$ cat config.mk
export PLATFORM = sky130hd
export DESIGN_NAME = fetch_prefetch_queue
export DESIGN_NICKNAME = d
export VERILOG_FILES = /design/src/rtl/fetch_prefetch_queue.sv
export SDC_FILE = /design/constraint.sdc
export NUM_CORES = 1
export LEC_CHECK = 0
export BUFFER_PORTS_ARGS = -buffer_cell sky130_fd_sc_hd__buf_2
export CAP_MARGIN = 20
export CORE_MARGIN = 10
export CORE_UTILIZATION = 41
export CTS_BUF_LIST = sky130_fd_sc_hd__clkbuf_2 sky130_fd_sc_hd__clkbuf_4 sky130_fd_sc_hd__clkbuf_8
export DETAILED_ROUTE_END_ITERATION = 8
export PLACE_DENSITY = 0.69
export REMOVE_ABC_BUFFERS = 1
export SYNTH_ARGS = -nofsm -noshare
export SYNTH_HDL_FRONTEND = slang
export SYNTH_SLANG_ARGS = --single-unit
$ cat constraint.sdc
create_clock -name clk -period 8.2 [get_ports clk]
set_clock_uncertainty 0.2 [all_clocks]
set_input_delay 0.82 -clock clk [delete_from_list [all_inputs] [get_ports clk]]
set_output_delay 0.82 -clock clk [all_outputs]
set_load 0.05 [all_outputs]
$ cat src/rtl/fetch_prefetch_queue.sv
// Instruction fetch stage: sequential word fetch with one outstanding request,
// a DEPTH-entry {pc,data} prefetch FIFO, and branch redirect with flush.
//
// state | meaning
// ------+----------------------------------------------------------
// IDLE  | no request outstanding; issue at fetch_pc when room exists
// WAIT  | request at mem_addr outstanding; ack pushes the word
// FLUSH | request killed by a branch; ack is consumed and dropped
module fetch_prefetch_queue #(
    parameter int          DEPTH        = 4,
    parameter logic [31:0] RESET_VECTOR = 32'hf0000000
) (
    input  logic        clk,
    input  logic        clr_n,
    output logic        mem_req,
    output logic [31:0] mem_addr,
    input  logic        mem_ack,
    input  logic [31:0] mem_rdata,
    input  logic        branch_valid,
    input  logic [31:0] branch_target,
    input  logic        ir_ready,
    output logic        ir_valid,
    output logic [31:0] ir_data,
    output logic [31:0] ir_pc
);

    localparam int PW = (DEPTH > 1) ? $clog2(DEPTH) : 1;
    localparam int CW = $clog2(DEPTH) + 1;
    localparam logic [CW-1:0] DEPTH_C = CW'(DEPTH);

    typedef enum logic [1:0] {
        IDLE  = 2'd0,
        WAIT  = 2'd1,
        FLUSH = 2'd2
    } state_t;

    state_t        state_q;
    logic          mem_req_q;
    logic [31:0]   mem_addr_q;
    logic [31:0]   fetch_pc_q;
    logic [CW-1:0] count_q;
    logic [PW-1:0] rd_ptr_q;
    logic [PW-1:0] wr_ptr_q;

    logic [31:0]   pc_mem   [DEPTH];
    logic [31:0]   data_mem [DEPTH];

    logic          pop;
    logic          push;
    logic          push_ok;
    logic [CW-1:0] count_d;
    logic          room;
    logic [31:0]   target_w;
    logic [31:0]   next_addr;
    logic          unused_target_lsbs;

    assign unused_target_lsbs = ^branch_target[1:0];

    assign target_w  = {branch_target[31:2], 2'b00};
    assign next_addr = mem_addr_q + 32'd4;

    assign ir_valid = (count_q != '0);
    assign ir_data  = data_mem[rd_ptr_q];
    assign ir_pc    = pc_mem[rd_ptr_q];
    assign mem_req  = mem_req_q;
    assign mem_addr = mem_addr_q;

    assign pop     = ir_valid & ir_ready;
    assign push    = (state_q == WAIT) & mem_ack;
    assign push_ok = push & ~branch_valid;

    // Occupancy after this edge's pop/push decides whether a new request may go out,
    // which guarantees the in-flight word always has a free slot.
    assign count_d = count_q + CW'(push) - CW'(pop);
    assign room    = (count_d < DEPTH_C);

    always_ff @(posedge clk or negedge clr_n) begin
        if (!clr_n) begin
            state_q    <= IDLE;
            mem_req_q  <= 1'b0;
            mem_addr_q <= RESET_VECTOR;
            fetch_pc_q <= RESET_VECTOR;
            count_q    <= '0;
            rd_ptr_q   <= '0;
            wr_ptr_q   <= '0;
        end else if (branch_valid) begin
            count_q    <= '0;
            rd_ptr_q   <= '0;
            wr_ptr_q   <= '0;
            fetch_pc_q <= target_w;
            case (state_q)
                WAIT, FLUSH: begin
                    if (mem_ack) begin
                        state_q   <= IDLE;
                        mem_req_q <= 1'b0;
                    end else begin
                        state_q   <= FLUSH;
                        mem_req_q <= 1'b1;
                    end
                end
                default: begin
                    state_q   <= IDLE;
                    mem_req_q <= 1'b0;
                end
            endcase
        end else begin
            count_q <= count_d;
            if (pop)
                rd_ptr_q <= rd_ptr_q + PW'(1);
            if (push)
                wr_ptr_q <= wr_ptr_q + PW'(1);
            case (state_q)
                IDLE: begin
                    if (room) begin
                        state_q    <= WAIT;
                        mem_req_q  <= 1'b1;
                        mem_addr_q <= fetch_pc_q;
                    end
                end
                WAIT: begin
                    if (mem_ack) begin
                        fetch_pc_q <= next_addr;
                        if (room) begin
                            mem_addr_q <= next_addr;
                        end else begin
                            state_q   <= IDLE;
                            mem_req_q <= 1'b0;
                        end
                    end
                end
                FLUSH: begin
                    if (mem_ack) begin
                        state_q   <= IDLE;
                        mem_req_q <= 1'b0;
                    end
                end
                default: begin
                    state_q   <= IDLE;
                    mem_req_q <= 1'b0;
                end
            endcase
        end
    end

    always_ff @(posedge clk) begin
        if (push_ok) begin
            pc_mem[wr_ptr_q]   <= mem_addr_q;
            data_mem[wr_ptr_q] <= mem_rdata;
        end
    end

    a_no_overflow: assert property (@(posedge clk) disable iff (!clr_n)
        !(push_ok && !pop && (count_q == DEPTH_C)));

endmodule
# Yosys cells after proc, flatten, opt, wreduce, memory -nomap -nowiden
# Memories as Yosys holds them, arrays and structs flattened.
# Index checks and enable logic that the tools add are counted.
# Widths: inputs -> output; s select.
[totals] regBits=74 mem_bits_rw=256 in_bits=69 out_inout_bits=98 word_cells=69 mem_count=2
[memory_table] memory="data_mem" depth=4 word_bits=32 rd=1 rd_ports_with_merged_regs=0 write_ports=1 line="46" rtl="logic [31:0] data_mem [DEPTH];"
[memory_table] memory="pc_mem" depth=4 word_bits=32 rd=1 rd_ports_with_merged_regs=0 write_ports=1 line="45" rtl="logic [31:0] pc_mem [DEPTH];"
[classes] addsub=5 n_lt_le_gt_ge=1 eq_ne=9 n_mux=30 n_bitwise=4 reduce_logical=11
[ops] operator="$mux 32" n=6
[ops] operator="$pmux 32 s2" n=1
[ops] operator="$add 32x3->32 const B" n=1
[ops] operator="$mux 2" n=11
[ops] operator="$ne 3x3->1 const B" n=4
[ops] operator="$reduce_bool 2->1" n=5
[ops] operator="$mux 1" n=9
[ops] operator="$ne 2x2->1 const B" n=3
[ops] operator="$pmux 2 s3" n=1
[ops] operator="$reduce_and 5->1" n=1
[ops] operator="$add 2x1->2 const B" n=2
[ops] operator="$reduce_and 4->1" n=1
[ops] operator="$add 3x1->3" n=1
[ops] operator="$and 1x1->1" n=3
[ops] operator="$lt 3x3->1 const B" n=1
[ops] operator="$mux 3" n=1
[ops] operator="$pmux 1 s3" n=1
[ops] operator="$reduce_bool 3->1" n=1
[ops] operator="$sub 3x1->3" n=1
[ops] operator="$eq 2x1->1 const B" n=1
[ops] operator="$eq 2x2->1 const B" n=1
[ops] operator="$logic_not 2->1" n=1
[ops] operator="$reduce_and 2->1" n=1
[ops] operator="$reduce_or 2->1" n=1
[ops] operator="$not 1->1" n=1

# Depth between registers and ports, before layout
# Gate-level depths: netlist (run 1).
[logic_depth] depth_word=9 mapped_depth=19 ltp_nobuf=15

# Least setup slack after synthesis (run 1)
# No wires, ideal clock.
[synth_path] path_kind="in2reg" from="input mem_ack" to="memory data_mem[0][0], enable pin" setup_ps=429 t_arrival_ps=3048 t_required_ps=7571 setup_slack_ps=4523 cell_stages=6 n_path_buf=1 path_cell_list="inv_1 nor2_1 inv_1 clkbuf_1 nor2_1 and2_1"
[synth_via] elab_chain_cells=4
[synth_rtl] element="start, declared" line="17" rtl="input logic mem_ack,"
[synth_rtl] element="$and 1x1->1" line="69" rtl="assign push = (state_q == WAIT) & mem_ack;"
[synth_rtl] element="$and 1x1->1" line="70" rtl="assign push_ok = push & ~branch_valid;"
[synth_rtl] element="$mux 1" line="146" rtl="if (push_ok) begin"
[synth_rtl] element="$mux 1 (not written as such)" line="148" rtl="data_mem[wr_ptr_q] <= mem_rdata;"
[synth_rtl] element="end, declared" line="46"
# No other way between the ends.

# Worst setup path after layout (run 1)
[layout_path] from="register state_q[1]" to="register mem_addr_q[26], in the netlist mem_addr[26]"
[layout_via] elab_chain_cells=7 word_cells_on_any_way=12 cone_classes="add/sub (2); order compare (1); eq/ne (4); mux (1); bitwise (1); reduce/logical (3)"
[layout_rtl] element="start, declared" line="37" rtl="state_t state_q;"
[layout_rtl] element="start signal, assigned" line="79" rtl="state_q <= IDLE;"
[layout_rtl] element="start signal, assigned" line="94" rtl="state_q <= IDLE;"
[layout_rtl] element="start signal, assigned" line="97" rtl="state_q <= FLUSH;"
[layout_rtl] element="$eq 2x1->1" line="69, 112"
[layout_rtl] element="$and 1x1->1" line="69"
[layout_rtl] element="$add 3x1->3" line="74" rtl="assign count_d = count_q + CW'(push) - CW'(pop);"
[layout_rtl] element="$sub 3x1->3" line="74"
[layout_rtl] element="$lt 3x3->1" line="75" rtl="assign room = (count_d < DEPTH_C);"
[layout_rtl] element="$ne 2x2->1 (no source line)"
[layout_rtl] element="$reduce_and 5->1 (no source line)"
[layout_rtl] element="end signal, assigned" line="117" rtl="mem_addr_q <= fetch_pc_q;"
[layout_rtl] element="end signal, assigned" line="124" rtl="mem_addr_q <= next_addr;"
[layout_rtl] element="end, declared" line="39" rtl="logic [31:0] mem_addr_q;"
# Several ways; a longest one is shown, not always the timed one.
# A chain may end at the register's enable or synchronous reset.

==> impl_metrics.ini, run 1 <==
[yosys]
synth_top_area_share = 0.564
synth.area.top_cells = edfxtp_1, dfrtp_1, mux4_2, o21ai_0, nand2_1
yosysTopAreaCell = edfxtp_1
synth_seq_area_share = 0.701
synthDistinctLibCells = 52
synth_area_per_cell_um2 = 16.1
synth_edf_count = 256
synth_cells = 845
ys_warn_count = 0
yosys_register_bits = 330
synth_top_flop_cell = edfxtp_1
synthArstFlopShare = 0.224
syn-cell-area_um2 = 13600

[global_route]
antenna_found_initial = 0
grt.overflow.total = 0
track_usage = 0.154
grt_max_degree = 75
grt_pass1_vias = 8475
grt_first_pass_wirelength_um = 50100

[critical_path]
critPathLaunch = state_q[1]$_DFFE_PN0P_
reg2reg_from = state_q[1]$_DFFE_PN0P_
critical_path.startpoint_type = flop
cp_max_fo = 50
crit_required_ns = 8.40
cp.arrival_ns = 5.10
path_class = flop to flop
cp-end-kind = flop
r2r_setup_slack_ns = 3.30

[final_layout]
fillers = 2815
syn_to_final_growth_pct = 17.3
final_nets = 1104
finalNonFillerCells = 1512
finalInstanceArea_um2 = 16000
layout-drive-gt1-share = 0.340
num_antenna_cells = 0

[drt]
antenna_left = 0
vias = 8125
routed_wl_um = 31700
drt_iter0_markers = 594
routed_via_density = 5.37
dr.pass1.iters = 5
routedWlPerCell_um = 21.0
drc = 0

[clock_network]
path_clk_slew_ns = 0.06
cts_tree = done
cts_resized = 0
clk_latency_ns = 0.60
cts_buffers = 55
htreeDepth = 2
post-cts-setup-buffers = 0
clock-sinks = 330
holdBufCountCts = 0
clockBufferDepth = 3
root_buffer = clkbuf_8

[power]
p_leak_uw = 0.00577
p_total_uw = 5710
switching_share = 0.396
p_switching_uw = 2260
peakVddDrop_mv = 0.188
pwr_density_cell_nw_per_um2 = 357
pwr-share-seq = 0.421
pwr-share-clk = 0.255
comb_power_share = 0.324
p_int_uw = 3450

[timing]
slew_viol_final = 0
hold_slack_ns = 0.185
fmax_ghz = 0.204
fin_crit_sh = 0.598
setup_tns_ns = 0
fin_crit_ns = 4.90
slew-limit-headroom = 0.271
worst_slew_pin_slew_ns = 1.09
setup_viol = 0
finalHoldViolCount = 0
grt_setup_unrepaired = no

[worst_hold_path]
hold_path_class = input pin to asynchronous set/reset pin

[job]
max-cap-violations = 0

[floorplan]
fp.dieArea_um2 = 40900
design.core.area_um2 = 32600
row_count = 66
ios = 167
die_h_um = 202
die_x_um = 202
initial_utilization = 0.418

[placement]
placed_cell_area_um2 = 14800
dp.cells = 1409
place.gp.congestion = 0.760
dp_hpwl_um = 18500
port_buffers = 164

[run_status]
status = finished clean
## area by class of cell
class / count / area (µm²) / area share
Clock buffer: 78 / 948 / 0.0594
Tap cell: 442 / 553 / 0.0346
Inverter: 16 / 60.1 / 0.00376
Multi-Input combinational cell: 448 / 3790 / 0.237
Timing Repair Buffer: 173 / 891 / 0.0558
Sequential cell: 330 / 9560 / 0.598
Clock inverter: 25 / 174 / 0.0109
## path summary, 6_finish.rpt
check / end / depth (start not counted)
min in group clk: data_mem[1][26]$_DFFE_PP_ / 1
setup reg to reg: mem_addr[26]$_DFFE_PN0P_ / 16
setup / recovery: mem_addr[26]$_DFFE_PN0P_ / 16
hold reg to reg: mem_addr[0]$_DFFE_PN0P_ / 1
hold / removal: fetch_pc_q[16]$_DFFE_PN0P_ / 1
max in group asynchronous: rd_ptr_q[1]$_DFFE_PN0P_ / 1
## kinds of logic (layout without fill, tap and decap cells)
logic type	Yosys count	after routing	share of synthesized area
flops	330	330	0.701
fa+ha+maj	11	11	0.0107
mux	79	79	0.117
compound gates	148	148	0.0617
buf+inv	67	292	0.0217
simple gates	186	186	0.0715
xor+xnor	24	24	0.0164
## layout by cell type, fill, tap and decap left out, types with 3 or more instances in the layout
| cell type | instances |
|---|---|
| a21oi_1 | 47 |
| a22o_1 | 3 |
| a31o_2 | 6 |
| and2_1 | 4 |
| and2_4 | 4 |
| and3_1 | 12 |
| buf_2 | 163 |
| buf_4 | 10 |
| clkbuf_4 | 20 |
| clkbuf_8 | 58 |
| clkinv_1 | 10 |
| clkinv_2 | 9 |
| clkinvlp_4 | 3 |
| dfrtp_1 | 64 |
| dfstp_2 | 8 |
| edfxtp_1 | 256 |
| ha_1 | 9 |
| inv_1 | 16 |
| mux2i_1 | 14 |
| mux4_2 | 64 |
| nand2_1 | 63 |
| nand3_1 | 31 |
| nand4_1 | 11 |
| nor2_1 | 32 |
| nor3_1 | 9 |
| nor4_4 | 3 |
| o21ai_0 | 50 |
| o21ai_1 | 7 |
| o22ai_1 | 25 |
| xnor2_1 | 7 |
| xor2_1 | 16 |
## metrics by stage
step,setup WS [ns],utilization
after detailed placement,3.35,0.455
after floorplan,2.11,-
after CTS,3.31,0.490
final,3.30,0.490
after global routing,2.97,0.490
after global placement,3.41,0.455
## cells in the mapped netlist (8+ instances only)
cell type    n
edfxtp_1   256
dfrtp_1     66
mux4_2      64
nand2_1     63
o21ai_0     50
a21oi_1     47
nor2_1      32
nand3_1     31
clkbuf_1    27
o22ai_1     25
buf_2       17
inv_1       16
xor2_1      16
mux2i_1     14
and3_1      12
nand4_1     11
ha_1        10
nor3_1       9
and2_1       8
dfstp_2      8
## state kept, by name (all words and copies together), names as in the netlist
register and cells:
data_mem 128, pc_mem 128, wr_ptr_q 2, rd_ptr_q 2, mem_addr 32, mem_req 1
fetch_pc_q 32, count_q 3, state_q 2
## metal layers
layer	vias to the layer above	GRT usage	part of all wire
met1	4140	0.204	0.43
met5	-	0	0
met3	52	0.0373	0.068
met2	273	0.247	0.48
li1	3660	-	-
met4	0	0.0450	0.019
## critical path: stages, from the launching register on
cell,delay [ns]
dfrtp_1,0.39
inv_1,0.08
ha_2,0.71
inv_1,0.35
nor2_1,0.21
inv_1,0.07
ha_1,0.27
inv_1,0.05
ha_1,0.13
inv_1,0.05
fa_1,0.36
xnor3_1,0.31
and3_1,0.18
buf_4,0.47
nand2_2,0.50
o22ai_1,0.25
a21oi_1,0.07
## power by group through the flow
stage          Clock (µW)  Combinational [µW]  Sequential, µW
3_3_place_gp            0                1840            2430
2_1_floorplan           0                1140            2620
4_1_cts              1500                1870            2410
5_1_grt              1580                1970            2460
6_report             1460                1850            2400
3_5_place_dp            0                1860            2450
(Power assumes the default switching activity.)
==> run 2, diff against run 1 <==
--- a/config.mk
+++ b/config.mk
@@ -11,7 +11,7 @@
 export CORE_UTILIZATION = 41
 export CTS_BUF_LIST = sky130_fd_sc_hd__clkbuf_2 sky130_fd_sc_hd__clkbuf_4 sky130_fd_sc_hd__clkbuf_8
 export DETAILED_ROUTE_END_ITERATION = 8
-export PLACE_DENSITY = 0.69
+export PLACE_DENSITY = 0.71
 export REMOVE_ABC_BUFFERS = 1
 export SYNTH_ARGS = -nofsm -noshare
 export SYNTH_HDL_FRONTEND = slang
==> constraint.sdc (replaced) <==
create_clock -name clk -period 4.25 [get_ports clk]
set_clock_uncertainty 0.2 [all_clocks]
set_input_delay 0.425 -clock clk [delete_from_list [all_inputs] [get_ports clk]]
set_output_delay 0.425 -clock clk [all_outputs]
set_load 0.05 [all_outputs]
==> impl_metrics.ini, run 2 (same netlist as run 1, synthesis figures left out) <==
[run_status]
status = finished clean

[clock_network]
clockBufferDepth = 3
clock-sinks = 330
path_clk_slew_ns = 0.06
htreeDepth = 2
root_buffer = clkbuf_8
post-cts-setup-buffers = 0
cts_buffers = 55
cts_tree = done
clk_latency_ns = 0.59

[timing]
fin_crit_ns = 3.60
worst_slew_pin_slew_ns = 1.07
fin_crit_sh = 0.847
setup_viol = 0
fin_ws_ns = 0.652
slew_viol_final = 0
setup_tns_ns = 0
finalHoldViolCount = 0
slew-limit-headroom = 0.288
grt_setup_unrepaired = no
fmax_ghz = 0.278

[critical_path]
crit_required_ns = 4.50
cp-end-kind = flop
crit_slowest_cell = dfrtp_1
cp_max_fo = 24
critical_path.startpoint_type = flop
worstPathCellList = inv_1 -> ha_1 -> inv_1 -> nor2_1 -> inv_1 -> ha_1 -> inv_1 -> ha_1 -> inv_1 -> fa_1 -> xnor3_1 -> and3_2 -> nand2_2 -> o22ai_1 -> a21oi_1
crit_buf_inv = 5
cp.arrival_ns = 3.84
max_stage_delay_ns = 0.40
crit_family = adder cells
worst_path_most_repeated_cell = inv_1
path_class = flop to flop

[power]
pwr_density_cell_nw_per_um2 = 670
peakVddDrop_mv = 0.409
p_leak_uw = 0.00608

[floorplan]
design.core.area_um2 = 32600
initial_utilization = 0.418
die_x_um = 202
fp.dieArea_um2 = 40900
ios = 167
row_count = 66
die_h_um = 202

[drt]
drt_iter0_markers = 631
routed_via_density = 5.24
vias = 8286
drc = 0
antenna_left = 0
routedWlPerCell_um = 20.8
routed_wl_um = 32800
dr.pass1.iters = 5

[final_layout]
final_common_cell = edfxtp_1
syn_to_final_growth_pct = 22.8
reg.largest.list = data_mem (128), pc_mem (128)
fillers = 2706
mostFrequentLayoutCells = edfxtp_1, buf_2, mux4_2, dfrtp_1
final_nets = 1170
layout-drive-gt1-share = 0.322
finalInstanceArea_um2 = 16700

[global_route]
grt_use_met3 = 0.0445
antenna_found_initial = 3
grt_first_pass_wirelength_um = 51000
grt_max_degree = 75
track_usage = 0.159
busiest_layer = met2
use_met1 = 0.210
grt_util_met2 = 0.253
grt_pass1_vias = 8583
grt.overflow.total = 0

[placement]
port_buffers = 164
place.gp.congestion = 0.768
dp_hpwl_um = 19300
dp_slack_ns = 0.642
placed_cell_area_um2 = 14900

[job]
max-cap-violations = 0

[worst_hold_path]
hold_path_class = input pin to flop
-- run 2: changes by cell type in the layout (fill, tap and decap cells not counted), sizes merged --
cell,previous run,this run
diode,0,3
bufinv,2,3
inv,17,16
clkinvlp,3,1
dlygate4sd3,0,63
clkbuf,78,76
clkinv,19,22
buf,173,176
-- run 2: worst reg2reg max path: stages, from the launching register on --
cell     delay (ns)
dfrtp_1        0.40
inv_1          0.09
ha_1           0.16
inv_1          0.15
nor2_1         0.18
inv_1          0.08
ha_1           0.27
inv_1          0.06
ha_1           0.15
inv_1          0.05
fa_1           0.37
xnor3_1        0.34
and3_2         0.26
nand2_2        0.36
o22ai_1        0.28
a21oi_1        0.07
-- run 2: repair_timing --
action / in CTS / in global routing
hold buffers: 63 / 0
gates resized for setup: 0 / 0
endpoints found under the hold margin: 224 / 0
endpoints found under the setup margin: 0 / 0
-- run 2: metrics by stage --
step	cells	hold slack, ns	util	power, µW
final	1580	0.0667	0.513	11200
after global routing	1578	0.0614	0.513	11800
after CTS	1577	0.0144	0.513	11300
after detailed placement	1412	0.284	0.458	8360
after global placement	1412	0.278	0.458	8290
after floorplan	794	-0.0706	-	7260
-- run 2: area by class of cell --
class | count | area, µm² | area share
Antenna cell | 3 | 7.51 | 0.000449
Clock buffer | 76 | 965 | 0.0577
Clock inverter | 26 | 194 | 0.0116
Inverter | 16 | 60.1 | 0.00359
Multi-Input combinational cell | 448 | 3790 | 0.226
Sequential cell | 330 | 9560 | 0.571
Tap cell | 442 | 553 | 0.0331
Timing Repair Buffer | 239 | 1610 | 0.0960
-- run 2: where the power goes --
part	total, µW	switching (µW)	internal, µW
Clock	2900	1250	1650
Combinational	3670	2490	1190
Sequential	4630	663	3970
-- run 2: path summary, 6_finish.rpt --
kind | from | end | slack [ns] | depth (start not counted)
max in group asynchronous | clr_n | rd_ptr_q[1]$_DFFE_PN0P_ | 2.78 | 2
min reg2reg | fetch_pc_q[0]$_DFFE_PN0P_ | mem_addr[0]$_DFFE_PN0P_ | 0.29 | 1
min in group asynchronous | clr_n | mem_addr[17]$_DFFE_PN0P_ | 0.33 | 2
max | state_q[1]$_DFFE_PN0P_ | mem_addr[9]$_DFFE_PN0P_ | 0.65 | 15
min | mem_ack | state_q[0]$_DFFE_PN0P_ | 0.07 | 4
max reg2reg | state_q[1]$_DFFE_PN0P_ | mem_addr[9]$_DFFE_PN0P_ | 0.65 | 15
-- run 2: metal layers --
layer / vias up / routed length (µm)
met1: 4148 / 14200
met2: 294 / 15800
met4: 0 / 548
met5: - / 0
li1: 3795 / -
met3: 49 / 2300
